$ cat config.mk
export PLATFORM = sky130hd
export DESIGN_NAME = mic3_sample_ctrl
export DESIGN_NICKNAME = d
export VERILOG_FILES = /design/src/rtl/mic3_sample_ctrl.sv
export SDC_FILE = /design/constraint.sdc
export NUM_CORES = 1
export LEC_CHECK = 0
export CAP_MARGIN = 30
export CELL_PAD_IN_SITES_DETAIL_PLACEMENT = 1
export CELL_PAD_IN_SITES_GLOBAL_PLACEMENT = 1
export CORE_ASPECT_RATIO = 1.4
export CORE_UTILIZATION = 47
export CTS_CLUSTER_SIZE = 12
export DETAILED_ROUTE_END_ITERATION = 12
export GPL_TIMING_DRIVEN = 0
export HOLD_SLACK_MARGIN = 0.06
export PLACE_DENSITY_LB_ADDON = 0.15
export SYNTH_ARGS = -nofsm -noshare
export SYNTH_HDL_FRONTEND = slang
export SYNTH_SLANG_ARGS = --single-unit
$ cat constraint.sdc
create_clock -name clk -period 3 [get_ports clk]
set_clock_uncertainty 0.2 [all_clocks]
set_input_delay 0.6 -clock clk [delete_from_list [all_inputs] [get_ports clk]]
set_output_delay 0.6 -clock clk [all_outputs]
set_load 0.01 [all_outputs]
$ cat src/rtl/mic3_sample_ctrl.sv
// mic3_sample_ctrl: paced MIC3 read sequencer with timeout watchdog, FWFT sample FIFO and sticky status flags
module mic3_sample_ctrl #(
    parameter int SAMPLE_DIV = 2272,
    parameter int FIFO_AW    = 4,
    parameter int TIMEOUT    = 255
) (
    input  logic               clk,
    input  logic               rst,
    input  logic               enable,
    input  logic               clr_status,
    output logic               mic_read,
    input  logic [11:0]        mic_audio,
    input  logic               mic_new_data,
    output logic [11:0]        smp_data,
    output logic               smp_valid,
    input  logic               smp_ready,
    output logic [FIFO_AW:0]   fifo_level,
    output logic               busy,
    output logic               ovf_flag,
    output logic               miss_flag,
    output logic               tout_flag
);
    typedef enum logic [1:0] {IDLE, REQ, WAIT, STORE} state_t;
    state_t             r_state, w_next;
    logic [15:0]        r_tick, r_tcnt;
    logic [11:0]        r_cap;
    logic [11:0]        r_mem [2**FIFO_AW];
    logic [FIFO_AW:0]   r_wr, r_rd;
    logic               r_ovf, r_miss, r_tout;
    logic               w_tick, w_capture, w_tout, w_empty, w_full, w_pop, w_push, w_drop;

    assign w_tick    = enable && r_tick == 16'(SAMPLE_DIV - 1);
    // new_data takes priority over an expiring timeout in the same cycle
    assign w_capture = r_state == WAIT && mic_new_data;
    assign w_tout    = r_state == WAIT && !mic_new_data && r_tcnt == 16'(TIMEOUT - 1);
    assign w_empty   = r_wr == r_rd;
    assign w_full    = r_wr[FIFO_AW] != r_rd[FIFO_AW] && r_wr[FIFO_AW-1:0] == r_rd[FIFO_AW-1:0];
    assign w_pop     = smp_ready && !w_empty;
    assign w_push    = r_state == STORE && (!w_full || w_pop);
    assign w_drop    = r_state == STORE && !w_push;

    always_comb begin
        w_next   = r_state == IDLE ? (w_tick ? REQ : IDLE) :
                   r_state == REQ  ? WAIT :
                   r_state == WAIT ? (w_capture ? STORE : w_tout ? IDLE : WAIT) : IDLE;
        mic_read = r_state == REQ;
        busy     = r_state != IDLE;
    end

    always_ff @(posedge clk or posedge rst) begin
        if (rst) begin
            r_state <= IDLE;
            r_tick  <= '0;
            r_tcnt  <= '0;
            r_cap   <= '0;
        end else begin
            r_state <= w_next;
            r_tick  <= (!enable || w_tick) ? '0 : r_tick + 16'd1;
            r_tcnt  <= (r_state == WAIT && !w_capture && !w_tout) ? r_tcnt + 16'd1 : '0;
            r_cap   <= w_capture ? mic_audio : r_cap;
        end
    end

    always_ff @(posedge clk) begin
        if (w_push) r_mem[r_wr[FIFO_AW-1:0]] <= r_cap;
    end

    always_ff @(posedge clk or posedge rst) begin
        if (rst) begin
            r_wr   <= '0;
            r_rd   <= '0;
            r_ovf  <= 1'b0;
            r_miss <= 1'b0;
            r_tout <= 1'b0;
        end else begin
            r_wr   <= w_push ? r_wr + 1'b1 : r_wr;
            r_rd   <= w_pop ? r_rd + 1'b1 : r_rd;
            r_ovf  <= w_drop | (r_ovf & ~clr_status);
            r_miss <= (w_tick && r_state != IDLE) | (r_miss & ~clr_status);
            r_tout <= w_tout | (r_tout & ~clr_status);
        end
    end

    assign smp_valid  = !w_empty;
    assign smp_data   = w_empty ? '0 : r_mem[r_rd[FIFO_AW-1:0]];
    assign fifo_level = r_wr - r_rd;
    assign ovf_flag   = r_ovf;
    assign miss_flag  = r_miss;
    assign tout_flag  = r_tout;
endmodule

==> results of run 1 <==
==> cell type report <==
type / instances / share of cell area, %
multi-input combinational: 309 / 25.5
clock buffer: 42 / 5.62
inverter: 16 / 0.583
sequential: 251 / 58.2
tap: 297 / 2.98
timing repair buffer: 66 / 4.86
clock inverter: 3 / 0.151
buffer: 22 / 2.06
==> cell usage in the layout (no fill, tap or decap), drive strengths merged, types with 2 or more instances in the layout <==
cell | synthesis | routed
edfxtp | 192 | 192
dfrtp | 59 | 59
buf | 17 | 54
clkbuf | 6 | 52
mux4 | 47 | 47
nor2 | 35 | 35
xnor2 | 30 | 30
mux2 | 24 | 24
clkdlybuf4s50 | 0 | 23
nand2 | 18 | 18
inv | 16 | 15
nand4 | 14 | 14
o21ai | 14 | 14
a21oi | 14 | 14
nand3 | 13 | 13
mux2i | 13 | 13
and2 | 13 | 13
ha | 12 | 12
and3 | 9 | 9
nor3 | 9 | 9
xor2 | 9 | 9
nor4 | 6 | 6
and4 | 5 | 5
nand2b | 3 | 3
nor4b | 3 | 3
nor2b | 2 | 2
clkinvlp | 0 | 2
a21o | 2 | 2
nor3b | 2 | 2
a32o | 2 | 2
clkinv | 0 | 2
a31o | 2 | 2
==> repair_timing <==
item | CTS | global route
cloned | 1 | 2
resized for setup | 141 | 41
pin swaps | 6 | 8
endpoints found under the setup margin | 215 | 172
hold buffers | 0 | 0
buffers inserted | 17 | 6
==> logic make-up after synthesis <==
family / synth area share (%)
flip-flops: 69.5
multiplexers: 14.7
adder cells (fa/ha/maj): 1.63
buffers and inverters: 1.86
XOR/XNOR: 3.28
AND/OR/NAND/NOR: 6.76
AO/OA/AOI/OAI: 2.32
==> routing by layer <==
metal  GRT usage [%]  vias to the layer above
li1                -                     2515
met1            25.8                     2943
met2            41.8                      103
met3            2.70                       27
met4            5.44                        0
met5               0                        -
==> worst min-delay path by stage <==
| stage | cells past startpoint | start | end | slack, ns |
|---|---|---|---|---|
| after floorplan | 1 | r_rd[4] | r_rd[4] | 0.27 |
| after global placement | 1 | tout_flag | tout_flag | 0.28 |
| after detailed placement | 1 | tout_flag | tout_flag | 0.27 |
| after CTS | 2 | rst | r_tick[10] | 0.24 |
| after global routing | 2 | rst | miss_flag | 0.30 |
| final | 2 | rst | r_tick[10] | 0.24 |
==> power breakdown <==
part,internal (uW),switching [uW]
Sequential,3740,39.8
Clock,1580,1250
Combinational,1180,1210
Total,6500,2500
==> through the flow <==
step	hold slack, ns	utilization, %	total power [uW]
2_1_floorplan	0.265	-	4960
3_3_place_gp	0.276	51.4	5620
3_5_place_dp	0.273	51.5	5650
4_1_cts	0.243	56.5	8890
5_1_grt	0.296	57.2	9350
6_report	0.236	57.2	9000
==> registers in the layout, indices dropped and copies added, names as in the netlist <==
register   count
r_state        2
r_mem        192
miss_flag      1
tout_flag      1
r_cap         12
r_rd           5
r_wr           5
ovf_flag       1
r_tcnt        16
r_tick        16
==> worst max-delay path, stage by stage, from the launching register on <==
cell	delay [ns]
dfrtp_2	0.38
buf_12	0.15
buf_12	0.11
buf_4	0.20
buf_6	0.19
mux4_2	0.34
mux2i_2	0.25
a21oi_2	0.12
buf_2	0.18
==> flow_metrics.env, run 1 <==
export IMPL_cp_start_kind="flop"
export IMPL_critPathCaptureType="output port"
export IMPL_wl_met1_microns=9190
export IMPL_avgSynthCellArea_sq_um=17.4
export IMPL_portBuffers=40
export IMPL_antenna_left=0
export IMPL_fin_crit_ns=3.26
export IMPL_seq_area_sq_um=7250
export IMPL_ys_ff_latch=251
export IMPL_first_global_vias=6267
export IMPL_core_region_area_sq_um=21800
export IMPL_cts_clk_slew_worst_paths_ns=0.06
export IMPL_max_slew_worst_pin_slew_ns=0.809
export IMPL_numCtsBuffers=25
export IMPL_wl_met3_microns=1000
export IMPL_place_area_sq_um=11200
export IMPL_clock_latency_ns=0.52
export IMPL_final_net_count=722
export IMPL_r2r_cells=9
export IMPL_initial_utilization_pct=47.9
export IMPL_vias=5588
export IMPL_fin_area_sq_um=12500
export IMPL_fmax_mhz=307
export IMPL_ys_top_cells_by_area="edfxtp_1 (55%), dfrtp_1 (14%), mux4_2 (6.0%)"
export IMPL_hold_class="input port to async pin"
export IMPL_multi_input_area_sq_um=3180
export IMPL_synthFlopType="edfxtp_1"
export IMPL_yosysMostFrequentCell="edfxtp_1"
export IMPL_postLayoutSetupSlackWorst_ns=-0.259
export IMPL_antenna_found_initial=0
export IMPL_clock_sinks=251
export IMPL_reg2reg_from="r_rd[1]"
export IMPL_r2r_slack_ns=-0.13
export IMPL_grt_remaining_overflow=0
export IMPL_worstPathArrival_ns=2.46
export IMPL_die_w_microns=128
export IMPL_drt_iter0_drc=383
export IMPL_synth_edf_count=192
export IMPL_dieArea_sq_um=22800
export IMPL_dp_slack_ns=-1.13
export IMPL_yosysTopAreaCell="edfxtp_1"
export IMPL_fill_cells=2021
export IMPL_rows=64
export IMPL_areaGrowthSynthToFinish_pct=19.4
export IMPL_cts_tree="done"
export IMPL_cts_root_buffer="clkbuf_16"
export IMPL_fin_crit_sh_pct=109
export IMPL_path_class="flop to output port"
export IMPL_dp_hpwl_microns=15200
export IMPL_final_cells=1006
export IMPL_p_per_area_nw_per_um2=723
export IMPL_cts_max_level=1
export IMPL_clk_path_buf_depth=3
export IMPL_drv_slew=0
export IMPL_violations="setup timing"
export IMPL_drive_above_1_share_pct=28.3
export IMPL_hold_viol_final=0
export IMPL_via_per_inst=5.55
export IMPL_outcome="finished with violations"
export IMPL_grt_total_usage_pct=21.8
export IMPL_wl_per_cell_microns=23.5
export IMPL_die_y_microns=178
export IMPL_setup_viol=97
export IMPL_ys_types=43
export IMPL_rsz0062_at_grt="true"
export IMPL_synth_nets=630
export IMPL_synth_warnings=0
export IMPL_worstPathRequired_ns=2.20
export IMPL_worstPathMaxFanout=10
export IMPL_ioPinCount=41
export IMPL_met2_length_microns=13100
export IMPL_grt_pass1_wl_microns=36500
export IMPL_synth_area_sq_um=10400
export IMPL_drc=0
export IMPL_slew_headroom_pct=46.1
export IMPL_drv_cap=0
export IMPL_startpoint="r_rd[1]"
export IMPL_peakVddDrop_v=0.000499
export IMPL_rr_endpoint="r_mem[11][6]"
export IMPL_highest_layer="met4"
export IMPL_routed_wl_microns=23700
export IMPL_grt_start_max_net_pins=38
export IMPL_diodes=0
export IMPL_synth_cells=599
export IMPL_finalSetupTns_ns=-9.09
export IMPL_yosys_top_cells_count="edfxtp_1 (192), dfrtp_1 (59), nor2_1 (35)"
export IMPL_place_congestion=0.782
export IMPL_ys_seq_area_share_pct=69.5
export IMPL_cp_endpoint="smp_data[4]"
export IMPL_synth_top_area_share_pct=55.3
export IMPL_leakage_uw=0.00495
export IMPL_async_reset_ff_share_pct=23.5
export IMPL_drtPass1Iterations=4
export IMPL_placedCellCount=937
Power figures use the tool's default switching activity.
==> inputs of run 2 (changes only) <==
--- a/config.mk
+++ b/config.mk
@@ -9,7 +9,7 @@
 export CELL_PAD_IN_SITES_DETAIL_PLACEMENT = 1
 export CELL_PAD_IN_SITES_GLOBAL_PLACEMENT = 1
 export CORE_ASPECT_RATIO = 1.4
-export CORE_UTILIZATION = 47
+export CORE_UTILIZATION = 39
 export CTS_CLUSTER_SIZE = 12
 export DETAILED_ROUTE_END_ITERATION = 12
 export GPL_TIMING_DRIVEN = 0
==> run 2 against run 1 <==
Net effect: via count rose by 0.41%; utilization fell by 9.3 points; critical endpoint is now smp_data[5]; worst hold slack improved by 0.070 ns; power rose by 0.52%; the run still ends with setup timing left; sequential share of layout area fell by 0.39 points; sequential power barely moved.
==> flow_metrics.env, run 2 (synthesis results as in run 1) <==
export IMPL_outcome="finished with violations"
export IMPL_violations="setup timing"
export IMPL_initial_utilization_pct=39.8
export IMPL_diodes=0
export IMPL_r2r_slack_ns=-0.01
export IMPL_fill_cells=2488
export IMPL_via_per_inst=5.42
export IMPL_hold_path_depth=1
export IMPL_antenna_left=0
export IMPL_areaGrowthSynthToFinish_pct=20.2
export IMPL_crit_path_top_delay_cell="mux4_1"
export IMPL_slew_headroom_pct=43.6
export IMPL_vias=5611
export IMPL_worstPathRequired_ns=2.20
export IMPL_layout_cells_most_common="edfxtp_1"
export IMPL_grt_remaining_overflow=0
export IMPL_setup_viol=21
export IMPL_hold_viol_final=0
export IMPL_finalPower_uw=9050
export IMPL_p_int_uw=6560
export IMPL_finalSetupTns_ns=-3.35
export IMPL_cp_start_kind="flop"
export IMPL_hold_path_end="ovf_flag"
export IMPL_rows=70
export IMPL_fin_crit_sh_pct=109
export IMPL_first_global_vias=6239
export IMPL_fin_crit_ns=3.28
export IMPL_seq_power_share_pct=41.8
export IMPL_peakVddDrop_v=0.000473
export IMPL_drv_slew=0
export IMPL_die_w_microns=140
export IMPL_worstPathCellList="buf_6 -> buf_12 -> mux4_1 -> mux2_2 -> o21ai_4 -> a21oi_1 -> buf_2"
export IMPL_r2r_cells=10
export IMPL_place_area_sq_um=11300
export IMPL_largest_register_ffs=192
export IMPL_mostFrequentLayoutCells="edfxtp_1 (192), dfrtp_1 (57), nor2_1 (35), mux4_2 (31)"
export IMPL_switching_share_pct=27.4
export IMPL_portBuffers=40
export IMPL_worstPathArrival_ns=2.48
export IMPL_rr_endpoint="r_mem[9][8]"
export IMPL_cts_root_buffer="clkbuf_16"
export IMPL_clock_latency_ns=0.52
export IMPL_gr_usage_met3_pct=2.21
export IMPL_p_per_area_nw_per_um2=722
export IMPL_max_slew_worst_pin_slew_ns=0.844
export IMPL_drc=0
export IMPL_placedCellCount=964
export IMPL_hold_class="flop to flop"
export IMPL_final_net_count=723
export IMPL_die_y_microns=195
export IMPL_final_cells=1036
export IMPL_cts_clk_slew_worst_paths_ns=0.06
export IMPL_clock_sinks=251
export IMPL_critical_path_max_stage_delay_ns=0.58
export IMPL_dp_hpwl_microns=15900
export IMPL_fmax_mhz=305
export IMPL_numCtsBuffers=26
export IMPL_drt_iter0_drc=194
export IMPL_top_usage_layer="met2"
export IMPL_drtPass1Iterations=5
export IMPL_timing_hold_worst_start="ovf_flag"
export IMPL_clk_path_buf_depth=3
export IMPL_critPathCaptureType="output port"
export IMPL_grt_total_usage_pct=18.3
export IMPL_place_congestion=0.796
export IMPL_cts_tree="done"
export IMPL_drv_cap=0
export IMPL_dp_slack_ns=-1.10
export IMPL_globalRouteMet1Util_pct=21.3
export IMPL_core_region_area_sq_um=26200
export IMPL_ioPinCount=41
export IMPL_p_clk_share_pct=32.8
export IMPL_dieArea_sq_um=27400
export IMPL_net_switching_power_uw=2480
export IMPL_rsz0062_at_grt="true"
export IMPL_grt_pass1_wl_microns=37500
export IMPL_p_comb_share_pct=25.5
export IMPL_leakage_uw=0.00501
export IMPL_fin_area_sq_um=12500
export IMPL_drive_above_1_share_pct=27.7
export IMPL_routed_wl_microns=24300
export IMPL_grt_start_max_net_pins=39
export IMPL_reg2reg_from="r_rd[3]"
export IMPL_ctsHoldBuffers=0
export IMPL_postLayoutSetupSlackWorst_ns=-0.284
export IMPL_wl_per_cell_microns=23.5
export IMPL_use_met2_pct=35.0
export IMPL_worstPathMaxFanout=10
export IMPL_antenna_found_initial=0
export IMPL_cts_max_level=1
export IMPL_path_class="flop to output port"
export IMPL_startpoint="r_rd[1]"
==> run 2: cell count changes in the layout (fill, tap and decap cells not counted), moves of 4 or more <==
cell     change
mux2_4       -9
o21ai_2      -4
mux4_2       -8
and3_1       -4
mux4_1       +8
and3_2       +4
and2_4       +6
mux2_2       +9
==> run 2: worst max path at each step <==
stage | to | depth (start not counted)
2_1_floorplan | smp_data[1] | 10
3_3_place_gp | smp_data[1] | 11
3_5_place_dp | smp_data[4] | 11
4_1_cts | smp_data[5] | 11
5_1_grt | smp_data[9] | 11
6_report | smp_data[5] | 7
==> run 2: final cells by class <==
class                           instances  area, sq um  area share (%)
Multi-Input combinational cell        310         3210            25.6
Clock buffer                           43          746            5.95
Tap cell                              324          405            3.23
Sequential cell                       251         7240            57.8
Inverter                               16         80.1           0.639
Clock inverter                          5         23.8           0.190
Timing Repair Buffer                   65          584            4.66
Buffer                                 22          241            1.93
==> run 2: metrics by stage <==
stage | util (%) | hold WS (ns)
final | 47.9 | 0.306
after CTS | 47.5 | 0.317
after detailed placement | 43.0 | 0.286
after global routing | 47.9 | 0.332
after floorplan | - | 0.265
after global placement | 42.9 | 0.280
==> run 2: metal layers <==
| metal | vias up | part of all wire (%) |
|---|---|---|
| li1 | 2527 | - |
| met1 | 2948 | 39 |
| met2 | 99 | 55 |
| met3 | 37 | 3.3 |
| met4 | 0 | 1.9 |
| met5 | - | 0 |
==> run 2: repair_timing <==
action                                  in CTS  in global routing
endpoints found under the setup margin     210                198
pin swaps                                    5                  4
gates resized for setup                    154                 21
setup buffers                               19                  4
gates cloned                                 2                  0
==> run 2: worst max-delay path: cells and delay by family, from the launching register on <==
family / cells / cell delay, ns
multiplexers: 2 / 0.90
flip-flops: 1 / 0.38
AO/OA/AOI/OAI: 2 / 0.19
buffers and inverters: 3 / 0.49
==> run 2: power by group through the flow <==
| stage | logic [uW] | registers (uW) | clock network [uW] |
|---|---|---|---|
| 2_1_floorplan | 1110 | 3840 | 0 |
| 3_3_place_gp | 1780 | 3860 | 0 |
| 3_5_place_dp | 1810 | 3860 | 0 |
| 4_1_cts | 2240 | 3780 | 3030 |
| 5_1_grt | 2460 | 3780 | 3160 |
| 6_report | 2300 | 3780 | 2960 |
==> inputs of run 3 (changes only) <==
--- a/config.mk
+++ b/config.mk
@@ -9,12 +9,14 @@
 export CELL_PAD_IN_SITES_DETAIL_PLACEMENT = 1
 export CELL_PAD_IN_SITES_GLOBAL_PLACEMENT = 1
 export CORE_ASPECT_RATIO = 1.4
+export CORE_MARGIN = 5
 export CORE_UTILIZATION = 39
 export CTS_CLUSTER_SIZE = 12
 export DETAILED_ROUTE_END_ITERATION = 12
 export GPL_TIMING_DRIVEN = 0
 export HOLD_SLACK_MARGIN = 0.06
 export PLACE_DENSITY_LB_ADDON = 0.15
+export SLEW_MARGIN = 10
 export SYNTH_ARGS = -nofsm -noshare
 export SYNTH_HDL_FRONTEND = slang
 export SYNTH_SLANG_ARGS = --single-unit
==> constraint.sdc (replaced) <==
create_clock -name clk -period 3.8 [get_ports clk]
set_clock_uncertainty 0.2 [all_clocks]
set_input_delay 0.76 -clock clk [delete_from_list [all_inputs] [get_ports clk]]
set_output_delay 0.76 -clock clk [all_outputs]
set_load 0.01 [all_outputs]
==> run 3 against run 2 <==
Net effect: the run now ends clean; combinational power fell by 31%; via count fell by 2.9%; global-route usage fell by 2.6 points; count of clock-buffer cells in the layout fell by 2; worst hold slack got worse by 0.0066 ns; sequential power fell by 21%; non-clock buffer count fell by 14; flip-flop and latch count did not move.
==> flow_metrics.env, run 3 (synthesis results as in run 1) <==
export IMPL_outcome="finished clean"
export IMPL_die_y_microns=203
export IMPL_hold_path_depth=1
export IMPL_largest_register_ffs=192
export IMPL_grt_total_usage_pct=15.7
export IMPL_p_per_area_nw_per_um2=565
export IMPL_worstPathArrival_ns=2.77
export IMPL_place_congestion=0.785
export IMPL_ctsHoldBuffers=0
export IMPL_via_per_inst=5.34
export IMPL_cts_max_level=1
export IMPL_final_core_util_pct=46.5
export IMPL_place_area_sq_um=11200
export IMPL_timing_hold_worst_start="r_wr[4]"
export IMPL_fin_area_sq_um=12200
export IMPL_drtPass1Iterations=4
export IMPL_initial_utilization_pct=39.7
export IMPL_wl_per_cell_microns=22.8
export IMPL_first_global_vias=6144
export IMPL_core_region_area_sq_um=26300
export IMPL_drive_above_1_share_pct=17.9
export IMPL_hold_slack_ns=0.299
export IMPL_r2r_cells=9
export IMPL_clk_path_buf_depth=3
export IMPL_grt_remaining_overflow=0
export IMPL_worstPathMaxFanout=10
export IMPL_cts_clk_slew_worst_paths_ns=0.06
export IMPL_ioPinCount=41
export IMPL_areaGrowthSynthToFinish_pct=17.1
export IMPL_final_net_count=708
export IMPL_fin_crit_ns=3.73
export IMPL_fmax_mhz=268
export IMPL_fin_crit_sh_pct=98.3
export IMPL_clock_sinks=251
export IMPL_rows=70
export IMPL_routed_wl_microns=23300
export IMPL_portBuffers=40
export IMPL_clock_latency_ns=0.54
export IMPL_max_slew_worst_pin_slew_ns=0.935
export IMPL_hold_class="flop to flop"
export IMPL_setup_viol=0
export IMPL_dp_hpwl_microns=15500
export IMPL_diodes=0
export IMPL_grt_pass1_wl_microns=36200
export IMPL_slew_headroom_pct=37.7
export IMPL_numCtsBuffers=26
export IMPL_grt_start_max_net_pins=60
export IMPL_reg2reg_from="r_rd[1]"
export IMPL_drc=0
export IMPL_vias=5451
export IMPL_drt_iter0_drc=283
export IMPL_drv_slew=0
export IMPL_layout_cells_most_common="edfxtp_1"
export IMPL_dieArea_sq_um=30100
export IMPL_cp_start_kind="flop"
export IMPL_path_class="flop to output port"
export IMPL_antenna_left=0
export IMPL_cts_root_buffer="clkbuf_16"
export IMPL_startpoint="r_rd[1]"
export IMPL_leakage_uw=0.00491
export IMPL_hold_viol_final=0
export IMPL_antenna_found_initial=0
export IMPL_critPathCaptureType="output port"
export IMPL_peakVddDrop_v=0.000297
export IMPL_drv_cap=0
export IMPL_worstPathRequired_ns=2.84
export IMPL_cts_tree="done"
export IMPL_mostFrequentLayoutCells="edfxtp_1 (192), dfrtp_1 (59), nor2_1 (35), xnor2_1 (30), mux4_2 (28)"
export IMPL_fill_cells=2496
export IMPL_die_w_microns=148
## run 3: cell count changes in the layout (fill, tap and decap cells not counted), moves of 5 or more
cell             delta
and2_2              -5
buf_4              -12
buf_2              -11
and2_4              -6
inv_1               +5
a21oi_1             +6
o21ai_1             +6
a21oi_2             -5
clkdlybuf4s15_1     +6
and2_1             +11
## run 3: area by class of cell
class | count | area (sq um) | share of cell area, %
Inverter | 16 | 66.3 | 0.543
Multi-Input combinational cell | 309 | 3020 | 24.7
Buffer | 23 | 219 | 1.79
Sequential cell | 251 | 7240 | 59.3
Tap cell | 324 | 405 | 3.32
Timing Repair Buffer | 50 | 487 | 3.99
Clock inverter | 7 | 42.5 | 0.348
Clock buffer | 41 | 727 | 5.95
## run 3: where the power goes
part	internal [uW]	switching (uW)	leakage [uW]
clock	1310	1010	0.000373
sequential	2950	38.6	0.00304
combinational	774	809	0.00150
## run 3: path summary, 6_finish.rpt
path / slack [ns] / endpoint
setup reg to reg: 0.45 / r_mem[5][11]
min in group asynchronous: 0.54 / r_cap[3]
setup / recovery: 0.07 / smp_data[10]
hold reg to reg: 0.30 / r_wr[4]
max in group asynchronous: 2.34 / r_rd[2]
hold / removal: 0.30 / r_wr[4]
## run 3: what timing repair did
| action | CTS | global route |
|---|---|---|
| endpoints found under the setup margin | 195 | 13 |
| resized for setup | 49 | 9 |
| buffers inserted | 4 | 6 |
## run 3: through the flow
step	setup TNS, ns	power [uW]	cells	worst slack (ns)
2_1_floorplan	0	3910	599	0.491
3_3_place_gp	-7.36	4470	963	-0.753
3_5_place_dp	-20.06	4480	963	-0.810
4_1_cts	0	6900	1015	0.00498
5_1_grt	-0.0313	7180	1021	-0.0157
6_report	0	6900	1021	0.0656
## run 3: critical path, stage by stage, from the launching register on
cell and delay (ns):
dfrtp_1 0.39, buf_6 0.15, buf_12 0.14, buf_12 0.14, inv_1 0.10, ha_4 0.29
and4_4 0.23, nand2_2 0.10, buf_6 0.18, a31o_2 0.24, dlygate4sd2_1 0.28
## run 3: layer usage
metal,GRT usage (%),wire length (microns),up-vias
met5,0,0,-
met4,4.49,607,0
met3,2.16,741,37
met2,29.0,12500,94
met1,19.0,9400,2811
li1,-,-,2509
